--- config.mk ---
export PLATFORM = sky130hd
export DESIGN_NAME = smol_fetch
export DESIGN_NICKNAME = d
export VERILOG_FILES = /design/src/rtl/smol_pkg.sv /design/src/rtl/smol_skid_buf.sv /design/src/rtl/smol_fetch.sv
export SDC_FILE = /design/constraint.sdc
export NUM_CORES = 1
export LEC_CHECK = 0
export ABC_AREA = 0
export CORE_MARGIN = 2
export CORE_UTILIZATION = 49
export DETAILED_ROUTE_END_ITERATION = 7
export PLACE_DENSITY = 0.91
export SLEW_MARGIN = 5
export SYNTH_ARGS = -nofsm -noshare
export SYNTH_HDL_FRONTEND = slang
export SYNTH_SLANG_ARGS = --single-unit
--- constraint.sdc ---
create_clock -name clk -period 3.2 [get_ports clk]
set_input_delay 0.48 -clock clk [delete_from_list [all_inputs] [get_ports clk]]
set_output_delay 0.48 -clock clk [all_outputs]
set_load 0.01 [all_outputs]
--- src/rtl/smol_pkg.sv ---
// Shared fetch-stage definitions: PC increment and the default-width fetch entry.
package smol_pkg;

    localparam int unsigned FE_ADDR_WIDTH = 10;
    localparam int unsigned FE_DATA_WIDTH = 32;
    localparam int unsigned PC_STEP       = 4;

    typedef struct packed {
        logic [FE_ADDR_WIDTH+1:0] pc;
        logic [FE_DATA_WIDTH-1:0] instr;
    } fetch_entry_t;

endpackage

--- src/rtl/smol_skid_buf.sv ---
// One-entry holding register for a fetched {pc, instr} pair; clear wins over load.
module smol_skid_buf
    import smol_pkg::*;
#(
    parameter type entry_t = fetch_entry_t
) (
    input  logic   clk,
    input  logic   rst,
    input  logic   i_load,
    input  logic   i_clear,
    input  entry_t i_entry,
    output logic   o_valid,
    output entry_t o_entry
);

    logic   r_valid;
    entry_t r_entry;

    always_ff @(posedge clk or posedge rst) begin
        if (rst) begin
            r_valid <= 1'b0;
            r_entry <= '0;
        end else if (i_clear) begin
            r_valid <= 1'b0;
        end else if (i_load) begin
            r_valid <= 1'b1;
            r_entry <= i_entry;
        end
    end

    assign o_valid = r_valid;
    assign o_entry = r_entry;

endmodule

--- src/rtl/smol_fetch.sv ---
// Instruction fetch stage in front of a one-cycle synchronous ROM, with skid buffer and redirect.
// Optional performance counters are enabled with SMOL_FETCH_PERF_EN.
module smol_fetch
    import smol_pkg::*;
#(
    parameter int unsigned           ADDR_WIDTH = 10,
    parameter int unsigned           DATA_WIDTH = 32,
    parameter logic [ADDR_WIDTH+1:0] RESET_PC   = '0
) (
    input  logic                  clk,
    input  logic                  rst,
    output logic [ADDR_WIDTH+1:0] imem_addr,
    input  logic [DATA_WIDTH-1:0] imem_data,
    input  logic                  redirect_valid,
    input  logic [ADDR_WIDTH+1:0] redirect_pc,
    output logic                  if_valid,
    input  logic                  if_ready,
    output logic [DATA_WIDTH-1:0] if_instr,
    output logic [ADDR_WIDTH+1:0] if_pc
`ifdef SMOL_FETCH_PERF_EN
    ,
    output logic [31:0]           perf_fetched,
    output logic [31:0]           perf_stall
`endif
);

    localparam int unsigned     PC_W = ADDR_WIDTH + 2;
    localparam logic [PC_W-1:0] STEP = PC_W'(PC_STEP);

    typedef struct packed {
        logic [PC_W-1:0]       pc;
        logic [DATA_WIDTH-1:0] instr;
    } entry_t;

    logic [PC_W-1:0] r_pc_req;
    logic [PC_W-1:0] r_inf_pc;
    logic            r_inf_valid;

    logic   w_skid_valid;
    entry_t w_skid_entry;
    entry_t w_inf_entry;
    logic   w_transfer;
    logic   w_advance;
    logic   w_skid_load;
    logic   w_skid_clear;
    logic   w_unused;

    assign w_unused    = ^redirect_pc[1:0];
    assign w_inf_entry = '{pc: r_inf_pc, instr: imem_data};

    assign if_valid = w_skid_valid | r_inf_valid;
    assign if_pc    = w_skid_valid ? w_skid_entry.pc    : r_inf_pc;
    assign if_instr = w_skid_valid ? w_skid_entry.instr : imem_data;

    assign w_transfer = if_valid & if_ready;
    // pc_req runs one word ahead of the inflight entry; it only stops while an entry is parked.
    assign w_advance    = w_transfer | (~w_skid_valid & ~r_inf_valid);
    assign w_skid_load  = ~w_skid_valid & r_inf_valid & ~w_transfer;
    assign w_skid_clear = redirect_valid | (w_skid_valid & w_transfer);

    always_ff @(posedge clk or posedge rst) begin
        if (rst) begin
            r_pc_req    <= RESET_PC;
            r_inf_pc    <= RESET_PC;
            r_inf_valid <= 1'b0;
        end else if (redirect_valid) begin
            r_pc_req    <= {redirect_pc[PC_W-1:2], 2'b00};
            r_inf_valid <= 1'b0;
        end else begin
            r_inf_pc    <= r_pc_req;
            r_inf_valid <= 1'b1;
            if (w_advance) begin
                r_pc_req <= r_pc_req + STEP;
            end
        end
    end

    assign imem_addr = r_pc_req;

    smol_skid_buf #(
        .entry_t (entry_t)
    ) u_skid (
        .clk     (clk),
        .rst     (rst),
        .i_load  (w_skid_load),
        .i_clear (w_skid_clear),
        .i_entry (w_inf_entry),
        .o_valid (w_skid_valid),
        .o_entry (w_skid_entry)
    );

`ifdef SMOL_FETCH_PERF_EN
    logic [31:0] r_perf_fetched;
    logic [31:0] r_perf_stall;

    always_ff @(posedge clk or posedge rst) begin
        if (rst) begin
            r_perf_fetched <= '0;
            r_perf_stall   <= '0;
        end else begin
            if (w_transfer) begin
                r_perf_fetched <= r_perf_fetched + 32'd1;
            end
            if (if_valid & ~if_ready) begin
                r_perf_stall <= r_perf_stall + 32'd1;
            end
        end
    end

    assign perf_fetched = r_perf_fetched;
    assign perf_stall   = r_perf_stall;
`endif

endmodule
==> reports/metrics.cfg, run 1 <==
[route]
wl_per_cell_um=15.8
first_pass_iters=4
drc=0
wirelength_um=6620
postRouteAntennaNets=0
vias_per_cell=5.24
dr_total_vias=2192
drtIter0Drc=68

[worst_setup_path]
critPathMaxFanout=46
crit_path_top_delay_cell=dfrtp_2
crit_family=flip-flops
endpoint_kind=primary output
startpoint_type=flop
crit_path_max_incr_delay_ns=1.05
critPathBufInv=1
cp.arrival_ns=2.33
critPathRequiredTime_ns=2.72
crit_type=reg2out
crit_chain=mux2_2 -> clkdlybuf4s50_1

[yosys]
netlist_area_mm2=0.00312
yosys_warnings=0
synth_flop_cell=dfrtp_1
ys_ff_latch=64
syn_inst=235
async_reset_ff_share_pct=100
synth_edf_count=0
ys_seq_area_share_pct=51.3
synth_cell_type_count=31
syn_area_per_cell_um2=13.3

[timing]
setup_viol=0
fin_worst_skew_ns=0.00520
tns_ns=0
finalCritPeriodShare_pct=87.8
fmax_ghz=0.356
period_needed_ns=2.81
finalMaxSlewViolations=0
relSlewSlack_pct=29.5
hold_violations=0
max_slew.worst_pin.slew_ns=1.06
hold_slack_ns=0.482
rsz0062_at_grt=no

[floorplanning]
ios=105
core_area_mm2=0.00624
die-area_mm2=0.00703
die_h_um=83.9
num_rows=29
initial_core_util_pct=50.1
die-width_um=83.9

[global_routing]
track_usage_pct=20.0
grt_max_degree=47
grt_pass1_wl_um=11100
grt_pass1_vias=2257
antenna_found_initial=0
grt.overflow.total=0

[finish]
nFillCells=454
drive_above_1_share_pct=23.2
regArea_mm2=0.00160
multi_input_area_mm2=0.00142
diodes=0
area_delta_synth_final_pct=41.0
layout.nets=385

[pwr]
power_uw=2510
netSwitchingFraction_pct=24.8
pwr-share-comb_pct=22.2
p_clk_share_pct=34.6
p_int_uw=1880
ir_worst_vdd_mv=0.337
p_seq_share_pct=43.2
power.switching_uw=622
p_leak_uw=0.00182
p_per_area_mw_per_mm2=569

[worst_hold_path]
hold_path.class=reg2reg

[clock_network]
cts.clk_slew.worst_paths_ns=0.07
clk_latency_ns=0.33
cts_max_path_buffers=2
postCtsSetupBuffers=0
numClockSinks=64
cts_resized=0
cts.htree.levels=3
postCtsHoldBufs=0
cts_tree=built
cts_root_buf=clkbuf_8
cts-buffers-inserted=9

[placed_design]
place.gp.congestion=0.859
hpwlAfterDp_um=4700
numPortBuffers=98

[run_status]
status=finished, final reports clean

[job]
max-cap-violations=0

## power by group through the flow
stage                     registers, uW  logic [uW]  clock network [uW]
final                              1080         556                 867
after global routing               1110         602                 926
after CTS                          1080         566                 885
after detailed placement           1100         561                   0
after global placement             1080         544                   0
after floorplan                    1060         305                   0
## registers in the layout (all words and copies together), names as in the netlist
register        flops
imem_addr          10
r_inf_pc           10
u_skid.o_entry     42
r_inf_valid         1
u_skid.o_valid      1
## through the flow
stage	instance area (um^2)	setup WS (ns)	cells	utilization, %
floorplan	3140	1.12	238	-
finish	4410	0.389	418	70.6
CTS	4410	0.356	418	70.6
global route	4410	0.252	418	70.6
detailed placement	4150	0.697	402	66.5
global placement	4150	0.709	402	66.5
## worst reg2reg max path, delay by kind of cell, from the launching register on
family | cells | cell delay [ns]
flip-flops | 1 | 0.77
multiplexers | 1 | 0.38
buffers and inverters | 1 | 0.38
AND/OR/NAND/NOR | 1 | 0.44
## synthesized netlist by cell type, types with 2 or more instances
library cell / instances / share of area, %
mux2_1: 42 / 15
a21oi_1: 2 / 0.32
xnor2_1: 5 / 1.4
nor3_1: 3 / 0.48
a2111oi_2: 2 / 0.96
inv_1: 4 / 0.48
nand2_1: 14 / 1.7
nor2_1: 8 / 0.96
buf_4: 8 / 1.9
nand3_1: 2 / 0.32
mux2_2: 51 / 18
clkbuf_1: 6 / 0.72
nand4_1: 2 / 0.40
o21ai_1: 2 / 0.32
dfrtp_1: 64 / 51
o21ai_0: 5 / 0.80
## cell usage in the layout (no fill, tap or decap), types with 2 or more instances in the layout
cell	Yosys	routed
a2111oi_2	2	2
nand4_1	2	2
mux2_1	42	42
mux2_2	51	51
o21ai_0	5	5
o21ai_1	2	2
xnor2_1	5	5
nand2_1	14	14
clkbuf_8	0	11
inv_1	4	3
nand3_1	2	2
dfrtp_1	64	63
conb_1	1	4
nor3_1	3	3
a21oi_1	2	2
bufinv_16	0	3
buf_4	8	5
clkdlybuf4s50_1	0	98
nor2_1	8	8
## per-layer routing
metal	global-route usage, %	vias to the layer above	part of all wire, %	wire [um]
met5	0	-	0	0
met4	7.92	0	1.3	87
met3	3.07	6	3.3	217
met2	32.3	64	51	3350
met1	27.2	1092	45	2960
li1	-	1030	-	-
## logic make-up after synthesis
kind of cell | count (synthesis) | share of synthesized area (%)
other | 1 | 0.120
multiplexers | 94 | 33.8
adder cells (fa/ha/maj) | 1 | 0.400
flip-flops | 64 | 51.3
AO/OA/AOI/OAI | 17 | 3.97
XOR/XNOR | 6 | 1.68
AND/OR/NAND/NOR | 32 | 5.09
buffers and inverters | 20 | 3.64
## final timing paths
check	from	to	slack, ns	depth (start not counted)
worst min-delay path	u_skid.o_entry[19]$_DFFE_PP0P_	u_skid.o_entry[19]$_DFFE_PP0P_	0.48	1
worst max register to register	u_skid.o_valid$_DFFE_PP0P_	u_skid.o_entry[8]$_DFFE_PP0P_	1.11	3
worst min register to register	u_skid.o_entry[19]$_DFFE_PP0P_	u_skid.o_entry[19]$_DFFE_PP0P_	0.48	1
min in group asynchronous	rst	u_skid.o_entry[35]$_DFFE_PP0P_	0.55	2
worst max-delay path	u_skid.o_valid$_DFFE_PP0P_	if_pc[3]	0.39	2
max in group asynchronous	rst	u_skid.o_entry[14]$_DFFE_PP0P_	1.97	3
## area by class of cell
cell class,count,area share [%]
flip-flops and latches,64,36.4
multi-input cells,154,32.2
repair buffers,103,23.1
clock buffers,11,3.44
clock inverters,5,2.33
well taps,77,2.19
inverters,4,0.341
Note: power is estimated with default switching activity, not from simulation.
==> run 2: changes to the inputs <==
Settings changed: TNS_END_PERCENT set to 100.
==> results of run 2 <==
The final DEF is identical to that of run 1; final timing and power are the same.
==> run 3: changes to the inputs <==
Settings changed: SLEW_MARGIN 5 to 20.
==> results of run 3 <==
The final DEF is identical to that of run 1; final timing and power are the same.
